**config.mk**
```make
export PLATFORM = sky130hd
export DESIGN_NAME = instruction_memory_loader
export DESIGN_NICKNAME = d
export VERILOG_FILES = /design/src/rtl/instruction_memory_loader.sv
export SDC_FILE = /design/constraint.sdc
export NUM_CORES = 2
export LEC_CHECK = 0
export BUFFER_PORTS_ARGS = -buffer_cell sky130_fd_sc_hd__buf_4
export CAP_MARGIN = 0
export CORE_AREA = 2 2 553 335
export DETAILED_ROUTE_END_ITERATION = 10
export DIE_AREA = 0 0 555 337
export GPL_TIMING_DRIVEN = 0
export SLEW_MARGIN = 20
export SYNTH_ARGS = -nofsm -noshare
export SYNTH_HDL_FRONTEND = slang
export SYNTH_SLANG_ARGS = --single-unit
```
**constraint.sdc**
```tcl
create_clock -name clk -period 6.1 [get_ports clk]
set_input_delay 0.305 -clock clk [delete_from_list [all_inputs] [get_ports clk]]
set_output_delay 0.305 -clock clk [all_outputs]
set_load 0.02 [all_outputs]
```
**src/rtl/instruction_memory_loader.sv**
```systemverilog
// Run-time writable instruction memory with byte-serial loader.
// IMEM_BOOT_PROGRAM_EN: power up with the built-in self-test program.
module instruction_memory_loader #(
  parameter int DEPTH = 64,
  parameter int AW    = $clog2(DEPTH)
) (
  input  logic          clk,
  input  logic          rst_n,
  input  logic [31:0]   address,
  output logic [31:0]   instruction,
  input  logic          load_start,
  input  logic          load_valid,
  input  logic [7:0]    load_data,
  output logic          load_ready,
  input  logic          load_end,
  output logic          cpu_hold,
  output logic [AW:0]   words_loaded,
  output logic          load_err,
  output logic          fetch_fault
);

  localparam logic [31:0] NOP   = 32'h0000_0013;
  localparam logic [31:0] BYTES = 32'(4 * DEPTH);
  localparam logic [AW:0] FULL  = (AW+1)'(DEPTH);

  typedef enum logic {IDLE, LOAD} state_t;

  state_t      state_q, state_d;
  logic [1:0]  cnt_q, cnt_d;
  logic [23:0] asm_q, asm_d;
  logic [AW:0] ptr_q, ptr_d;
  logic [AW:0] words_q, words_d;
  logic        err_q, err_d;
  logic        fault_q, fault_d;
  logic        mem_we;
  logic [31:0] mem_wdata;
  logic        addr_bad;

`ifdef IMEM_BOOT_PROGRAM_EN
  logic [31:0] mem_q [DEPTH] = '{
    0: 32'h00A0_0093, 1: 32'h0140_0113,
    2: 32'h0000_0193, 3: 32'h0020_81B3,
    4: 32'h0030_2023, 5: 32'h0010_0223,
    6: 32'h0020_1423, 7: 32'h1234_5237,
    8: 32'h0000_2283, 9: 32'h0040_0303,
    10: 32'h0080_1383, 11: 32'h0062_8433,
    12: 32'h0074_0433, 13: 32'h0080_2623,
    14: 32'h0000_006F, 15: NOP,
    default: NOP
  };
`else
  logic [31:0] mem_q [DEPTH] = '{default: NOP};
`endif

  assign load_ready   = (state_q == LOAD);
  assign cpu_hold     = (state_q == LOAD);
  assign words_loaded = words_q;
  assign load_err     = err_q;
  assign fetch_fault  = fault_q;

  assign addr_bad = (address[1:0] != 2'b00) || (address >= BYTES);

  // Zero-latency fetch; NOP while held or on a bad address
  always_comb begin
    instruction = NOP;
    if (!cpu_hold && !addr_bad)
      instruction = mem_q[address[AW+1:2]];
  end

  // Session control, byte assembly and sticky flags
  always_comb begin
    state_d   = state_q;
    cnt_d     = cnt_q;
    asm_d     = asm_q;
    ptr_d     = ptr_q;
    words_d   = words_q;
    err_d     = err_q;
    fault_d   = fault_q;
    mem_we    = 1'b0;
    mem_wdata = {load_data, asm_q};
    if (load_start) begin
      state_d = LOAD;
      cnt_d   = '0;
      asm_d   = '0;
      ptr_d   = '0;
      words_d = '0;
      err_d   = 1'b0;
      fault_d = 1'b0;
    end else if (state_q == LOAD) begin
      if (load_valid) begin
        if (ptr_q == FULL) begin
          err_d = 1'b1;
        end else begin
          cnt_d = cnt_q + 2'd1;
          unique case (cnt_q)
            2'd0: asm_d[7:0]   = load_data;
            2'd1: asm_d[15:8]  = load_data;
            2'd2: asm_d[23:16] = load_data;
            2'd3: begin
              mem_we  = 1'b1;
              ptr_d   = ptr_q + 1'b1;
              words_d = words_q + 1'b1;
            end
          endcase
        end
      end
      if (load_end) begin
        state_d = IDLE;
        if (cnt_d != 2'd0) err_d = 1'b1;
        cnt_d = '0;
        asm_d = '0;
      end
    end else if (addr_bad) begin
      fault_d = 1'b1;
    end
  end

  // Control state; memory is deliberately outside reset
  always_ff @(posedge clk or negedge rst_n) begin
    if (!rst_n) begin
      state_q <= IDLE;
      cnt_q   <= '0;
      asm_q   <= '0;
      ptr_q   <= '0;
      words_q <= '0;
      err_q   <= 1'b0;
      fault_q <= 1'b0;
    end else begin
      state_q <= state_d;
      cnt_q   <= cnt_d;
      asm_q   <= asm_d;
      ptr_q   <= ptr_d;
      words_q <= words_d;
      err_q   <= err_d;
      fault_q <= fault_d;
    end
  end

  // Word write on acceptance of the fourth byte
  always_ff @(posedge clk) begin
    if (mem_we)
      mem_q[ptr_q[AW-1:0]] <= mem_wdata;
  end

endmodule
```
==> run_results.csv <==
group,metric,value,unit
setup_path,criticalPathCategory,"reg2out",
job,drv_cap,0,
sta,final.setup.worst_slack,0.424,ns
setup_path,critPathMaxStageDelay,0.93,ns
global_route,grt_antenna_before_repair,30,
synthesis,syn_inst,4031,
clocking,root_buffer,"clkbuf_16",
clocking,path_clk_slew,0.06,ns
sta,worst_pin_slew,1.32,ns
layout,multiInputGateArea,0.0182,mm^2
sta,slew_violations,0,
die,core_area,0.183,mm^2
layout,final_nets,4518,
global_route,grt_pass1_wl,358000,um
power_and_ir_drop,power_per_cell_area,309,mW/mm^2
sta,relSlewSlack,11.7,%
drt,routedWlPerCell,37.7,um
global_route,grt_pass1_vias,42200,
sta,clock_skew,0.0305,ns
synthesis,yosys_warnings,0,
drt,postRouteWirelength,265000,um
synthesis,yosysSeqAreaShare,76.9,%
clocking,cts_tree,"built",
hold_path,hold_path_class,"in2async",
synthesis,synth_top_cell_by_area,"edfxtp_1",
sta,grt_setup_unrepaired,"no",
synthesis,synth_flop_cell,"edfxtp_1",
setup_path,cp_cell_sequence,"clkbuf_1 -> inv_1 -> nand4_1 -> clkbuf_1 -> clkbuf_2 -> a211oi_2 -> a2111o_1 -> buf_4",
synthesis,syn_area_per_cell,20.2,um^2
die,initial_core_util,44.6,%
clocking,cts.path.max_buffers,4,
setup_path,endpoint_kind,"primary output",
layout,fill_cells,14300,
setup_path,cp.arrival,5.37,ns
clocking,htree_num_levels,4,
global_route,grt_max_degree,66,
layout,fin_area,0.0946,mm^2
power_and_ir_drop,power_leakage,30.8,nW
status,status,"complete, no violations",
die,die_x,555,um
setup_path,path_common_cell,"clkbuf_1",
sta,hold_viol,0,
setup_path,ff2ff_setup_slack,1.39,ns
clocking,cts-buffers-inserted,193,
die,die-area,0.187,mm^2
layout,seq_area,0.0626,mm^2
die,boundaryPins,88,
power_and_ir_drop,ir_worst_vdd,0.000240,V
synthesis,synth_top_area_share,75.5,%
drt,ant_nets,0,
place,placed_cell_area,0.0887,mm^2
global_route,gr-total-overflow,0,
drt,drtIter0Drc,8860,
die,die_h,337,um
sta,fmax,0.176,GHz
layout,area_growth_syn_to_layout,16.2,%
synthesis,synth.area.top_cells,"edfxtp_1 76%, mux4_2 7.6%, mux2i_1 5.8%",
place,io_buffers,84,
clocking,clkSinkCount,2091,
drt,drt_pass1_iterations,6,
die,std_cell_rows,122,
synthesis,syn-cell-area,0.0814,mm^2
place,gp_congestion,0.942,
global_route,grtUsageTotal,28.1,%
sta,tns,0,ns
place,preCtsSetupSlack,1.22,ns
clocking,clock_latency,0.85,ns
drt,drc_errors,0,
sta,fin_crit_sh,93.1,%
setup_path,cpMaxStageDelayCell,"clkbuf_1",
synthesis,synthArstFlopShare,2.06,%
synthesis,ys_types,59,
setup_path,start_kind,"flip-flop",
setup_path,worstReg2RegStart,"ptr_q[4]",
synthesis,syn_nets,4083,
sta,period_minus_slack,5.68,ns
place,dp_hpwl,182000,um
sta,setup_violations,0,
setup_path,rr_endpoint,"mem_q[57][17]",
sta,holdWs,0.0115,ns
setup_path,crit_fanout,10,
setup_path,reg2regPathDepth,8,
layout,drive_above_1_share,23.0,%
synthesis,synth_edf_count,2048,
clocking,ctsResizeCount,0,
synthesis,yosys_register_bits,2091,
drt,via_per_inst,6.48,
setup_path,cp.required,5.79,ns
drt,num_vias,45500,
## worst max path at each step
stage               start  slack, ns              end  cells after the start
4_1_cts          cpu_hold       0.61  instruction[27]                      8
3_5_place_dp     ptr_q[4]       1.22    mem_q[63][13]                      8
2_1_floorplan    ptr_q[4]       2.55     mem_q[63][0]                      7
3_3_place_gp   address[5]      -0.62  instruction[20]                      8
5_1_grt          cpu_hold       0.45  instruction[22]                      8
6_report         cpu_hold       0.42  instruction[22]                      8
## where the power goes
part | internal [mW] | total [mW] | leakage, nW | switching (mW)
combinational | 0.495 | 1.57 | 8.90 | 1.08
sequential | 15.8 | 16.0 | 19.0 | 0.130
clock | 6.41 | 11.7 | 2.84 | 5.30
## final cells by class
cell class | instances | share of cell area [%]
clock buffers | 240 | 5.36
clock inverters | 93 | 0.795
well taps | 2418 | 3.20
diodes | 9 | 0.0238
flip-flops and latches | 2091 | 66.2
inverters | 12 | 0.0476
repair buffers | 240 | 3.68
multi-input cells | 1678 | 19.2
plain buffers | 250 | 1.47
## through the flow
stage | util (%) | instances | total power [mW]
5_1_grt | 51.8 | 7024 | 29.9
3_3_place_gp | 46.6 | 6533 | 17.7
3_5_place_dp | 48.6 | 6684 | 17.8
2_1_floorplan | - | 4031 | 17.0
4_1_cts | 51.8 | 7020 | 29.2
6_report | 51.8 | 7031 | 29.2
## routing by layer
| metal | up-vias | track usage (%) | wire, um |
|---|---|---|---|
| met1 | 24100 | 43.0 | 110000 |
| met5 | - | 0 | 162 |
| met3 | 399 | 9.99 | 40300 |
| met2 | 3198 | 37.3 | 106000 |
| li1 | 17800 | - | - |
| met4 | 22 | 8.15 | 8330 |
## worst max-delay path, delay by kind of cell (launching register included)
family | cells | cell delay (ns)
AO/OA/AOI/OAI | 2 | 0.85
AND/OR/NAND/NOR | 1 | 0.53
flip-flops | 1 | 0.39
buffers and inverters | 5 | 2.74
## state kept, by name, indices dropped and copies added (netlist names)
name / count
words_loaded: 7
load_err: 1
cpu_hold: 1
ptr_q: 7
cnt_q: 2
asm_q: 24
fetch_fault: 1
mem_q: 2048
## cell families (layout without fill, tap and decap cells)
kind of cell,count (synthesis),after routing,synth area share [%]
AO/OA/AOI/OAI,563,563,5.36
XOR/XNOR,10,10,0.108
adder cells (fa/ha/maj),7,7,0.108
buffers and inverters,262,835,1.75
flip-flops,2091,2091,76.9
multiplexers,787,787,13.9
other,0,9,0
AND/OR/NAND/NOR,311,311,1.87
## synthesized netlist by cell type, types with 2 or more instances
master and number:
nand2b_1 31, or4b_1 4, o221a_2 2, a2bb2oi_1 2
nand4_1 10, xor2_1 9, a2111o_1 23, buf_8 2
o211ai_1 23, a21oi_1 46, ha_1 7, a221o_1 25
and3_1 4, buf_4 53, nand3_1 16, nor3_1 58
a22oi_1 80, o221ai_1 13, a21o_1 4, a2111oi_0 24
nand3b_1 5, dfrtp_1 43, nor2b_1 2, nor2_1 122
buf_1 24, buf_6 20, clkbuf_1 109, nor4_1 11
o22a_1 2, inv_1 11, o22ai_1 14, mux2_2 39
mux2i_1 474, a211oi_1 57, a31oi_1 6, edfxtp_1 2048
nand2_1 25, or3_1 2, buf_2 41, and2_1 14
a221oi_1 175, o21ai_1 13, o21ai_0 49, mux4_2 274
## layout by cell type (no fill, tap or decap), types with 25 or more instances in the layout
cell	instances
buf_4	155
buf_12	83
clkbuf_16	195
buf_2	48
nor2_1	58
edfxtp_1	2048
buf_16	30
a211oi_1	34
nor2_4	64
o21ai_0	42
a221o_1	25
clkinv_1	51
a21oi_1	46
nand2_1	25
a221oi_1	175
buf_6	34
mux4_2	274
mux2i_1	474
mux2_2	39
a22oi_1	80
nand2b_1	31
clkbuf_1	141
nor3_1	57
## timing repair
| action | CTS | global route |
|---|---|---|
| hold buffers | 3 | 0 |
| setup buffers | 0 | 0 |
| endpoints found under the hold margin | 47 | 0 |
Power figures use the tool's default switching activity.
